==> config.mk <==
export PLATFORM = sky130hd
export DESIGN_NAME = spart_tx_queue
export DESIGN_NICKNAME = d
export VERILOG_FILES = /design/src/rtl/spart_pkg.sv /design/src/rtl/sync_fifo.sv /design/src/rtl/spart_tx_queue.sv
export SDC_FILE = /design/constraint.sdc
export NUM_CORES = 1
export LEC_CHECK = 0
export CELL_PAD_IN_SITES_DETAIL_PLACEMENT = 1
export CELL_PAD_IN_SITES_GLOBAL_PLACEMENT = 2
export CORE_MARGIN = 2
export CORE_UTILIZATION = 30
export CTS_CLUSTER_DIAMETER = 100
export DETAILED_ROUTE_END_ITERATION = 8
export HOLD_SLACK_MARGIN = 0.08
export MAX_ROUTING_LAYER = met4
export PLACE_DENSITY_LB_ADDON = 0.25
export SLEW_MARGIN = 15
export SYNTH_ARGS = -nofsm -noshare
export SYNTH_HDL_FRONTEND = slang
export SYNTH_HIERARCHICAL = 1
export SYNTH_SLANG_ARGS = --single-unit
==> constraint.sdc <==
create_clock -name clk -period 3.3 [get_ports clk]
set_clock_uncertainty 0.05 [all_clocks]
set_input_delay 0.33 -clock clk [delete_from_list [all_inputs] [get_ports clk]]
set_output_delay 0.33 -clock clk [all_outputs]
set_load 0.02 [all_outputs]
==> src/rtl/spart_pkg.sv <==
// Shared definitions for the SPART transmit path: handshake states,
// read/write encoding for spart_control and the native word width.
package spart_pkg;

    typedef enum logic [1:0] {
        IDLE = 2'b00,
        REQ  = 2'b01,
        GAP  = 2'b10
    } spart_state_t;

    localparam logic SPART_WR     = 1'b0;
    localparam logic SPART_RD     = 1'b1;
    localparam int   SPART_WORD_W = 24;

endpackage

==> src/rtl/sync_fifo.sv <==
// Synchronous circular-buffer FIFO with separate occupancy count.
// Writes into a full FIFO are accepted only when a pop frees a slot in the same cycle.
module sync_fifo #(
    parameter int DEPTH = 4,
    parameter int WIDTH = 24
) (
    input  logic                     clk,
    input  logic                     rst_n,
    input  logic                     wr_en,
    input  logic [WIDTH-1:0]         wr_data,
    input  logic                     pop,
    output logic [WIDTH-1:0]         rd_data,
    output logic [$clog2(DEPTH):0]   count,
    output logic                     full,
    output logic                     empty,
    output logic                     drop
);
    localparam int AW = $clog2(DEPTH);
    localparam int CW = AW + 1;
    localparam logic [CW-1:0] CNT_ONE = CW'(1);
    localparam logic [CW-1:0] CNT_MAX = CW'(DEPTH);
    localparam logic [AW-1:0] PTR_ONE = AW'(1);

    logic [WIDTH-1:0] mem [DEPTH];
    logic [AW-1:0]    rd_ptr;
    logic [AW-1:0]    wr_ptr;
    logic             push;
    logic             pop_ok;

    assign full    = (count == CNT_MAX);
    assign empty   = (count == '0);
    assign pop_ok  = pop && !empty;
    assign push    = wr_en && (!full || pop_ok);
    assign drop    = wr_en && full && !pop_ok;
    assign rd_data = mem[rd_ptr];

    // Storage is not reset; only words covered by count are ever read out
    always_ff @(posedge clk) begin
        if (push) begin
            mem[wr_ptr] <= wr_data;
        end
    end

    always_ff @(posedge clk) begin
        if (!rst_n) begin
            rd_ptr <= '0;
            wr_ptr <= '0;
            count  <= '0;
        end else begin
            if (push) begin
                wr_ptr <= wr_ptr + PTR_ONE;
            end
            if (pop_ok) begin
                rd_ptr <= rd_ptr + PTR_ONE;
            end
            if (push && !pop_ok) begin
                count <= count + CNT_ONE;
            end else if (pop_ok && !push) begin
                count <= count - CNT_ONE;
            end
        end
    end

endmodule

==> src/rtl/spart_tx_queue.sv <==
// Transmit queue feeding spart_control: buffers host words and offers them
// one at a time on the chip_enable/ack handshake, popping only on ack.
import spart_pkg::*;

module spart_tx_queue #(
    parameter int DEPTH = 4,
    parameter int WIDTH = SPART_WORD_W
) (
    input  logic                     clk,
    input  logic                     rst_n,
    input  logic                     wr_en,
    input  logic [WIDTH-1:0]         wr_data,
    output logic                     full,
    output logic                     empty,
    output logic [$clog2(DEPTH):0]   count,
    output logic                     overflow,
    output logic                     chip_enable,
    output logic                     r_w,
    output logic [WIDTH-1:0]         tx_data,
    input  logic                     ack
);
    spart_state_t     state;
    spart_state_t     state_nxt;
    logic             load;
    logic             pop;
    logic             drop;
    logic [WIDTH-1:0] head;

    sync_fifo #(
        .DEPTH (DEPTH),
        .WIDTH (WIDTH)
    ) u_fifo (
        .clk     (clk),
        .rst_n   (rst_n),
        .wr_en   (wr_en),
        .wr_data (wr_data),
        .pop     (pop),
        .rd_data (head),
        .count   (count),
        .full    (full),
        .empty   (empty),
        .drop    (drop)
    );

    always_ff @(posedge clk) begin
        if (!rst_n) begin
            state <= IDLE;
        end else begin
            state <= state_nxt;
        end
    end

    // GAP sees the post-pop count and head, so a word pushed alongside the last pop is still offered
    always_comb begin
        state_nxt = state;
        load      = 1'b0;
        pop       = 1'b0;
        case (state)
            IDLE: begin
                if (count != '0) begin
                    state_nxt = REQ;
                    load      = 1'b1;
                end
            end
            REQ: begin
                if (ack) begin
                    pop       = 1'b1;
                    state_nxt = GAP;
                end
            end
            GAP: begin
                if (count != '0) begin
                    state_nxt = REQ;
                    load      = 1'b1;
                end else begin
                    state_nxt = IDLE;
                end
            end
            default: state_nxt = IDLE;
        endcase
    end

    always_ff @(posedge clk) begin
        if (!rst_n) begin
            tx_data  <= '0;
            overflow <= 1'b0;
        end else begin
            if (load) begin
                tx_data <= head;
            end
            if (drop) begin
                overflow <= 1'b1;
            end
        end
    end

    assign chip_enable = (state == REQ);
    assign r_w         = SPART_WR;

endmodule

### After elaboration in Yosys (flattened, before gate mapping)

Memories as Yosys holds them, arrays and structs flattened. A register that Yosys moved wholly into a read port is not among the register bits.
Index checks and enable logic that the tools add are counted.

* equal/unequal tests: 5
* mux-type cells: 12
* reduce and logical (&&, ||, !) cells: 18
* $add $sub $neg: 4

Operators by type and width (count)
* two-way mux 1 bit: 7
* logical AND 1 bit: 6
* two-way mux 3 bit: 2
* one-hot mux 2 bit (3 select lines): 1
* zero test 1 bit: 5
* adder 2 x 1 -> 2 bit (second input constant): 2
* two-way mux 2 bit: 2
* adder 3 x 1 -> 3 bit (second input constant): 1
* == test 3 bit (second input constant): 1
* zero test 3 bit: 1
* nonzero test 3 bit: 1
* subtractor 3 x 1 -> 3 bit (second input constant): 1
* == test 2 x 1 -> 1 bit (second input constant): 1
* == test 2 bit (second input constant): 1
* zero test 2 bit: 1
* != test 2 x 1 -> 1 bit (second input constant): 1
* != test 2 bit (second input constant): 1
* AND reduction 2 bit: 1
* nonzero test 2 bit: 1
* OR reduction 2 bit: 1
* logical OR 1 bit: 1

* bits of input ports: 28
* word-level logic and storage cells: 45
* bits in registers: 10
* output and inout port bits: 32
* memories: 1
* RAM bits: 96

Memories
* u_fifo.mem: words 4, bits a word 24, rd ports 1, clocked after Yosys merged registers in 1, wr ports 1, RTL line sync_fifo.sv:24 `logic [WIDTH-1:0] mem [DEPTH];`

### Logic depth before layout (Yosys ltp)

Gate-level depths: netlist (run 1).

* depth after elaboration: 9
* gate-level depth with buffers: 11
* depth with buffers taken out: 10

### By module

Netlist (run 1), hierarchy kept.

Modules (own cells, without submodules)
* sync_fifo: times used 1, seq. area each 3062.9 um2, area each 3976.3 um2, cells an instance 176
* spart_tx_queue: times used 1, seq. area each 540.5 um2, area each 1093.5 um2, cells an instance 117

### Least setup slack after synthesis (run 1)

OpenSTA, ideal clock, no wires.

* kind: register to register
* start: register state[0]
* end: register u_fifo.count[2]
* stages on the path, launching flop included: 12
* required time: 3.174 ns
* setup time: 0.076 ns
* arrival time: 2.521 ns
* buffers on the path: 1
* period minus slack after synthesis: 2.646 ns
* path slack: 0.654 ns
* cell sequence: dfxtp_1 nor2b_1 and2_1 nor4b_2 nor2b_1 buf_6 ha_1 inv_1 fa_1 xor2_1 or3_1 a21boi_0

* word-level cells in the longest chain between the ends: 8
* elaborated cells between the ends (all ways): 11
* classes of those cells: 1 x eq/ne; 2 x mux; 8 x reduce/logical

Ends and longest elaborated chain
* from (decl): RTL line spart_tx_queue.sv:22 `spart_state_t state;`
* from (signal assigned): RTL line spart_tx_queue.sv:49 `state <= state_nxt;`
* == test 2 x 1 -> 1 bit (*)
* via chip_enable: RTL line spart_tx_queue.sv:17 `output logic chip_enable,`
* two-way mux 1 bit (*): RTL line spart_tx_queue.sv:58 `case (state)`
* via pop: RTL line spart_tx_queue.sv:25 `logic pop;`
* logical AND 1 bit (*): RTL line sync_fifo.sv:32 `assign pop_ok = pop && !empty;`
* logical OR 1 bit (*): RTL line sync_fifo.sv:33 `assign push = wr_en && (!full || pop_ok);`
* logical AND 1 bit (*): RTL line sync_fifo.sv:33
* via u_fifo.push: RTL line sync_fifo.sv:27 `logic push;`
* zero test 1 bit: RTL line sync_fifo.sv:58 `end else if (pop_ok && !push) begin`
* logical AND 1 bit: RTL line sync_fifo.sv:58
* nonzero test 2 bit (no line)
* to (signal assigned): RTL line sync_fifo.sv:57 `count <= count + CNT_ONE;`
* to (signal assigned): RTL line sync_fifo.sv:59 `count <= count - CNT_ONE;`
* to (decl): RTL line sync_fifo.sv:13 `output logic [$clog2(DEPTH):0] count,`

The timed path passes the listed nets; every way through them passes the cells marked *.
A chain may end at the register's enable or synchronous reset.

### Final worst setup path (run 1)

* start: register state[0]
* end: register u_fifo.count[2]

* word-level cells in the longest chain between the ends: 8
* elaborated cells between the ends (all ways): 11
* classes of those cells: 1 x eq/ne; 2 x mux; 8 x reduce/logical

Ends and longest elaborated chain (RTL line)
* == test 2 x 1 -> 1 bit (*): spart_tx_queue.sv:58
* two-way mux 1 bit (*): spart_tx_queue.sv:58
* via pop: spart_tx_queue.sv:25
* logical AND 1 bit (*): sync_fifo.sv:32
* logical OR 1 bit: sync_fifo.sv:33
* logical AND 1 bit: sync_fifo.sv:33
* zero test 1 bit: sync_fifo.sv:58
* logical AND 1 bit: sync_fifo.sv:58
* nonzero test 2 bit (no line)

Marks and branches as above.

==> impl_table.tex, run 1 <==
\begin{tabular}{lr}
\hline
Metric & Value \\
\hline
\multicolumn{2}{l}{\textbf{Worst setup path}} \\
\quad End of the worst register-to-register path & u\_fifo/count[2] \\
\quad Reg-to-reg startpoint & state[0] \\
\quad Setup slack of the worst register-to-register path & 0.68 ns \\
\quad Data required time of the worst path & 3.59 ns \\
\quad Type of the setup path with the least slack & register to register \\
\quad Crit end category & register \\
\quad Number of cells on the worst reg-to-reg path & 11 \\
\quad Worst EP arrival & 2.91 ns \\
\quad Nature of the critical path startpoint & register \\
\quad Top fanout value on the critical path & 7 \\
\multicolumn{2}{l}{\textbf{Timing}} \\
\quad Final critical path time including I/O delays and setup & 2.62 ns \\
\quad Unrepaired setup endpoints after global routing & no \\
\quad Fraction of the cycle the final worst path needs & 79.4\% \\
\quad Achievable Freq & 382 MHz \\
\quad Hold violation count in the final report & 0 \\
\quad Final-report max-slew violation count & 0 \\
\quad Setup Total Neg Slack & 0 ns \\
\quad Number of setup violations in the final report & 0 \\
\quad Measured slew at the worst slew-check pin & 0.898 ns \\
\quad Relative slew slack & 40.1\% \\
\multicolumn{2}{l}{\textbf{Run status}} \\
\quad Result of the run & completed \\
\multicolumn{2}{l}{\textbf{Clocking}} \\
\quad Maximum buffer depth of the clock tree & 2 \\
\quad Clock Root Buffer & clkbuf\_16 \\
\quad Count of hold-fix buffers inserted at cts & 0 \\
\quad Number of levels the H-tree was split into & 4 \\
\quad Setup fix buffers added after clock tree synthesis & 0 \\
\quad Insertion delay to the later sink of the worst-skew pair & 0.41 ns \\
\quad Clock tree from TritonCTS & yes \\
\quad Clock buffers created by TritonCTS & 17 \\
\quad Post-CTS clock slew at the launch and capture registers of the worst setup and hold paths & 0.05 ns \\
\quad Number of sinks handled by clock tree synthesis & 132 \\
\quad Post-CTS sizing & 0 \\
\multicolumn{2}{l}{\textbf{Die}} \\
\quad Die Ht & 134 microns \\
\quad Die X & 134 microns \\
\quad Initial core utilization & 30.7\% \\
\quad Area inside the core boundary & 16500 sq um \\
\quad Die area & 18000 sq um \\
\quad I/O Pins & 60 \\
\quad Number of cell rows & 47 \\
\multicolumn{2}{l}{\textbf{Place}} \\
\quad Final estimated routing congestion in global placement & 0.641 \\
\quad Sum of net half-perimeters after detailed placement & 6.42 mm \\
\quad Cells after DPL & 566 \\
\quad Count of input and output buffers & 58 \\
\multicolumn{2}{l}{\textbf{GRT}} \\
\quad Overall routing resource usage & 12.9\% \\
\quad Total gr overflow & 0 \\
\quad Number of global-route vias before repair & 2933 \\
\quad Pin count of the biggest net entering global routing & 32 \\
\quad Antenna violations before repair & 0 \\
\quad Wire length of the first global-routing pass & 16.3 mm \\
\multicolumn{2}{l}{\textbf{Layout}} \\
\quad Signed area change from the synthesized netlist to the final layout & 26.3\% \\
\quad Number of cells in the finished layout apart from fillers & 598 \\
\quad ANT cells & 0 \\
\quad \# fillers & 1658 \\
\quad \# nets final & 399 \\
\quad Fraction of layout cells with a size suffix above 1 & 17.2\% \\
\multicolumn{2}{l}{\textbf{Min path}} \\
\quad Worst hold path startpoint & rst\_n \\
\quad Worst hold path endpoint & overflow \\
\quad Type of the worst min-delay path & primary input to register \\
\quad Hold path depth & 2 \\
\multicolumn{2}{l}{\textbf{Route}} \\
\quad Post-DR vias/cell & 4.40 \\
\quad Drt initial violations & 100 \\
\quad DRC & 0 \\
\quad Number of routed nets with antenna violations & 0 \\
\quad Via count & 2631 \\
\quad Wire length per cell & 16.9 microns \\
\quad Wirelength, routed & 10.1 mm \\
\quad Initial DRT Pass Iterations & 4 \\
\multicolumn{2}{l}{\textbf{Yosys}} \\
\quad Unique masters post-synth & 31 \\
\quad Count of mapped cells out of synthesis & 293 \\
\quad Cell type with the largest total area after synthesis & edfxtp\_1 \\
\quad Largest family of logic cells by synthesized area & multiplexers \\
\quad Arithmetic-cell share of the synthesized area counting full adders, half adders and majority gates & 1.63\% \\
\quad Mean instance size in the synthesized netlist & 17.3 sq um \\
\quad Synthesized Nets & 327 \\
\quad Number of enable-type register cells in the synthesized netlist & 96 \\
\quad Top flip-flop cell by instance count after synthesis & edfxtp\_1 \\
\quad Share of the synthesized area in the top cell type & 56.9\% \\
\quad Synthesis Warnings & 6 \\
\quad Post-synth design cell area & 5070 sq um \\
\quad Synth top cells by count & 96 x edfxtp\_1, 52 x nand2\_1, 36 x dfxtp\_1 \\
\quad Cell types with the largest area share after synthesis & edfxtp\_1 57\%, dfxtp\_1 14\%, mux4\_2 11\% \\
\quad Share of the synthesized netlist area taken by xor and xnor gates & 0.691\% \\
\quad Flop and latch count out of synthesis & 132 \\
\quad Area fraction in compound gates after synthesis & 0.962\% \\
\quad Proportion of register bits with asynchronous set or reset after synthesis & 0\% \\
\quad Most frequent cell after synthesis & edfxtp\_1 \\
\quad Fraction of synthesized area in multiplexers & 16.0\% \\
\quad Simple-gate portion of the synthesized area & 6.79\% \\
\quad Seq/Total Area, Yosys & 71.1\% \\
\multicolumn{2}{l}{\textbf{Power}} \\
\quad Worst-case vdd ir drop & 0.345 mV \\
\quad Power per Cell Area & 855 nW/um\^{}2 \\
\quad Leakage power of the design & 2.19 nW \\
\multicolumn{2}{l}{\textbf{Run}} \\
\quad Max-cap violations & 0 \\
\hline
\end{tabular}
routing by layer:
metal  GRT usage, %  vias up  part of all wire, %
met2           21.0       49                   50
met4           5.50        0                  1.4
met5              -        -                    0
met1           14.6     1335                   44
met3           4.27       11                  4.0
li1               -     1236                    -
cells by family (layout without fill, tap and decap cells):
logic type	count (synthesis)	count (layout)
xor+xnor	4	4
compound gates	6	6
buf+inv	20	105
simple gates	73	73
mux	51	51
fa+ha+maj	6	6
other cells	1	1
flops	132	132
state kept, by name, indices dropped and copies added, names as in the netlist, named ones only:
signal and cells:
tx_data 24, u_fifo/rd_ptr 2, u_fifo/count 3, u_fifo/mem 96, state 2, overflow 1, u_fifo/wr_ptr 2
where the power goes:
group	internal (mW)	switching [mW]	leakage, nW
clock	1.04	0.645	0.258
sequential	2.12	0.200	1.18
combinational	0.730	0.741	0.754
worst max-delay path by stage:
stage	slack [ns]	cells past startpoint	endpoint	from
2_1_floorplan	0.65	11	u_fifo/count[2]	state[0]
3_3_place_gp	0.58	11	u_fifo/count[2]	ack
3_5_place_dp	0.51	11	u_fifo/count[2]	ack
4_1_cts	0.65	11	u_fifo/count[2]	state[0]
5_1_grt	0.44	11	u_fifo/count[2]	state[0]
6_report	0.68	11	u_fifo/count[2]	state[0]
cell type report:
cell class / count / area, sq um / share of cell area, %
multi-input combinational: 141 / 1330 / 20.7
sequential: 132 / 3600 / 56.3
inverter: 3 / 11.3 / 0.176
clock inverter: 8 / 61.3 / 0.957
clock buffer: 24 / 462 / 7.21
timing repair buffer: 70 / 666 / 10.4
tap: 220 / 275 / 4.30
layout by cell type, fill, tap and decap left out, types with 2 or more instances in the layout:
master           Yosys  layout
nor2b_1              4       4
clkbuf_1             6       6
nand2_1             52      52
inv_1                3       3
mux4_2              24      24
and2_1              10      10
xnor2_1              3       3
clkinv_2             0       4
edfxtp_1            96      96
clkbuf_16            0      17
mux2i_1             27      27
buf_4                1      12
ha_1                 5       5
clkinv_1             0       3
dfxtp_1             36      35
o21a_1               2       2
clkdlybuf4s50_1      0      57
worst max-delay path, stage by stage (launching register included):
cell	delay (ns)
dfxtp_1	0.38
nor2b_1	0.25
and2_1	0.24
nor4b_2	0.07
nor2b_1	0.14
buf_4	0.16
ha_1	0.19
inv_1	0.06
fa_1	0.37
xor2_1	0.16
or3_1	0.30
a21boi_0	0.17
through the flow:
stage               power, mW  hold WS [ns]  setup slack (ns)  utilization [%]  instance area [sq um]
finish                   5.48         0.389             0.679             38.8                   6400
global route             5.78         0.410             0.439             38.8                   6400
CTS                      5.59         0.392             0.652             38.8                   6400
detailed placement       3.87         0.399             0.514             35.6                   5880
global placement         3.83         0.394             0.582             35.6                   5880
floorplan                3.28         0.379             0.654                -                   5070
No activity file was read; power rests on OpenSTA's default activity.
==> run 2: changes to the inputs <==
==> constraint.sdc (replaced) <==
create_clock -name clk -period 2.4 [get_ports clk]
set_clock_uncertainty 0.05 [all_clocks]
set_input_delay 0.24 -clock clk [delete_from_list [all_inputs] [get_ports clk]]
set_output_delay 0.24 -clock clk [all_outputs]
set_load 0.02 [all_outputs]
==> run 2 against run 1 <==
  * Maximum frequency up 19%
  * Register-to-register slack got worse by 0.49 ns
  * Clock power increased by 64%
  * First-iteration DRC count down 4.0%
  * Non-clock buffer count rose by 9
  * Critical path type unchanged
  * Highest routed layer unchanged
==> impl_table.tex, run 2 (synthesis gave the netlist of run 1 again) <==
\begin{tabular}{lr}
\hline
Metric & Value \\
\hline
\multicolumn{2}{l}{\textbf{Run status}} \\
\quad Result of the run & completed \\
\multicolumn{2}{l}{\textbf{Die}} \\
\quad I/O Pins & 60 \\
\quad Die area & 18000 sq um \\
\quad Area inside the core boundary & 16500 sq um \\
\quad Number of cell rows & 47 \\
\quad Initial core utilization & 30.7\% \\
\quad Die X & 134 microns \\
\quad Die Ht & 134 microns \\
\multicolumn{2}{l}{\textbf{Layout}} \\
\quad \# fillers & 1639 \\
\quad Most frequent cells in the layout & 96 x edfxtp\_1, 57 x clkdlybuf4s50\_1, 52 x nand2\_1, 34 x dfxtp\_1, 27 x mux2i\_1 \\
\quad Registers with the highest flip-flop counts & u\_fifo/mem: 96 flops, tx\_data: 24 flops, u\_fifo/count: 3 flops \\
\quad Most common cell after layout, fill and taps aside & edfxtp\_1 \\
\quad Top register by number of flip-flops & u\_fifo/mem \\
\quad Fraction of layout cells with a size suffix above 1 & 22.0\% \\
\quad Number of cells in the finished layout apart from fillers & 607 \\
\quad ANT cells & 0 \\
\quad Final cell utilization of the core & 40.5\% \\
\quad Flip-flop count of the largest register, all copies and words added & 96 \\
\quad \# nets final & 408 \\
\quad Signed area change from the synthesized netlist to the final layout & 32.0\% \\
\multicolumn{2}{l}{\textbf{Min path}} \\
\quad Hold path depth & 3 \\
\quad Worst hold path startpoint & rst\_n \\
\quad Worst hold path endpoint & u\_fifo/wr\_ptr[1] \\
\quad Type of the worst min-delay path & primary input to register \\
\multicolumn{2}{l}{\textbf{Worst setup path}} \\
\quad Number of cells on the worst reg-to-reg path & 10 \\
\quad Type of the setup path with the least slack & register to register \\
\quad Worst-path cell with the longest stage delay & dfxtp\_2 \\
\quad Nature of the critical path startpoint & register \\
\quad Top fanout value on the critical path & 3 \\
\quad Reg-to-reg startpoint & state[0] \\
\quad Setup slack of the worst register-to-register path & 0.19 ns \\
\quad End of the worst register-to-register path & u\_fifo/count[2] \\
\quad Crit end category & register \\
\quad Max stage delay on crit path & 0.35 ns \\
\quad Data required time of the worst path & 2.70 ns \\
\quad List of cells traversed by the critical path & nor2b\_4 -> and2\_4 -> nor4b\_2 -> nor2b\_1 -> ha\_2 -> inv\_1 -> fa\_2 -> xor2\_1 -> or3\_1 -> a21boi\_1 \\
\quad Worst EP arrival & 2.51 ns \\
\multicolumn{2}{l}{\textbf{Clocking}} \\
\quad Insertion delay to the later sink of the worst-skew pair & 0.41 ns \\
\quad Maximum buffer depth of the clock tree & 2 \\
\quad Number of sinks handled by clock tree synthesis & 132 \\
\quad Clock buffers created by TritonCTS & 17 \\
\quad Number of levels the H-tree was split into & 4 \\
\quad Clock tree from TritonCTS & yes \\
\quad Post-CTS clock slew at the launch and capture registers of the worst setup and hold paths & 0.06 ns \\
\quad Clock Root Buffer & clkbuf\_16 \\
\multicolumn{2}{l}{\textbf{GRT}} \\
\quad Pin count of the biggest net entering global routing & 35 \\
\quad Overall routing resource usage & 12.9\% \\
\quad Number of global-route vias before repair & 2927 \\
\quad Total gr overflow & 0 \\
\quad Wire length of the first global-routing pass & 16.3 mm \\
\quad Antenna violations before repair & 0 \\
\multicolumn{2}{l}{\textbf{Route}} \\
\quad Number of routed nets with antenna violations & 0 \\
\quad Initial DRT Pass Iterations & 4 \\
\quad Via count & 2694 \\
\quad Wire length per cell & 16.8 microns \\
\quad Drt initial violations & 96 \\
\quad DRC & 0 \\
\quad Wirelength, routed & 10.2 mm \\
\quad Post-DR vias/cell & 4.44 \\
\multicolumn{2}{l}{\textbf{Power}} \\
\quad Power per Cell Area & 1210 nW/um\^{}2 \\
\quad Leakage power of the design & 2.31 nW \\
\quad Worst-case vdd ir drop & 0.540 mV \\
\quad Total Power & 8.12 mW \\
\multicolumn{2}{l}{\textbf{Timing}} \\
\quad Worst hold-check slack & 0.321 ns \\
\quad Fraction of the cycle the final worst path needs & 92.1\% \\
\quad Final critical path time including I/O delays and setup & 2.21 ns \\
\quad Final-report max-slew violation count & 0 \\
\quad Hold violation count in the final report & 0 \\
\quad Measured slew at the worst slew-check pin & 0.592 ns \\
\quad Setup Total Neg Slack & 0 ns \\
\quad Relative slew slack & 60.5\% \\
\quad Unrepaired setup endpoints after global routing & no \\
\quad Achievable Freq & 452 MHz \\
\quad Number of setup violations in the final report & 0 \\
\multicolumn{2}{l}{\textbf{Run}} \\
\quad Max-cap violations & 0 \\
\multicolumn{2}{l}{\textbf{Place}} \\
\quad Count of input and output buffers & 58 \\
\quad Cells after DPL & 573 \\
\quad Sum of net half-perimeters after detailed placement & 6.55 mm \\
\quad Final estimated routing congestion in global placement & 0.669 \\
\hline
\end{tabular}
[run 2: worst max path at each step]
stage / startpoint / to / slack (ns)
floorplan: state[0] / u_fifo/count[2] / 0.01
global placement: ack / u_fifo/count[2] / -0.02
detailed placement: ack / u_fifo/count[2] / -0.09
CTS: state[0] / u_fifo/count[2] / 0.06
global route: state[0] / u_fifo/count[2] / 0.04
finish: state[0] / u_fifo/count[2] / 0.19
[run 2: timing repair]
item | 4_1_cts | 5_1_grt
hold buffers | 0 | 0
hold endpoints to repair | 0 | 0
resized for setup | 0 | 4
endpoints found under the setup margin | 0 | 1
setup buffers | 0 | 2
[run 2: area by class of cell]
| class | count | area [sq um] | area share [%] |
|---|---|---|---|
| Sequential cell | 132 | 3610 | 53.9 |
| Multi-Input combinational cell | 141 | 1340 | 20.0 |
| Clock inverter | 15 | 213 | 3.18 |
| Timing Repair Buffer | 79 | 821 | 12.3 |
| Tap cell | 220 | 275 | 4.11 |
| Inverter | 3 | 11.3 | 0.168 |
| Clock buffer | 17 | 425 | 6.36 |
[run 2: critical path: cells and delay by family (launching register included)]
kind	cells	cell delay, ns
flops	1	0.35
xor+xnor	1	0.15
buf+inv	1	0.05
compound gates	1	0.13
fa+ha+maj	2	0.55
simple gates	5	0.87
[run 2: layer usage]
| layer | up-vias | GRT usage, % | part of all wire, % |
|---|---|---|---|
| met2 | 47 | 20.9 | 51 |
| met1 | 1375 | 14.7 | 44 |
| met3 | 12 | 3.74 | 3.2 |
| met4 | 0 | 5.85 | 1.9 |
| li1 | 1260 | - | - |
| met5 | - | - | 0 |
[run 2: power by group]
part	switching [mW]	internal (mW)	leakage, nW	total, mW
sequential	0.223	2.91	1.18	3.14
clock	0.948	1.83	0.305	2.78
combinational	1.09	1.11	0.824	2.21
total	2.27	5.86	2.31	8.12
[run 2: per-stage QoR]
stage	setup slack, ns	area (sq um)
finish	0.190	6690
global route	0.0435	6690
CTS	0.0597	6670
detailed placement	-0.0875	6030
global placement	-0.0208	6030
floorplan	0.0147	5080
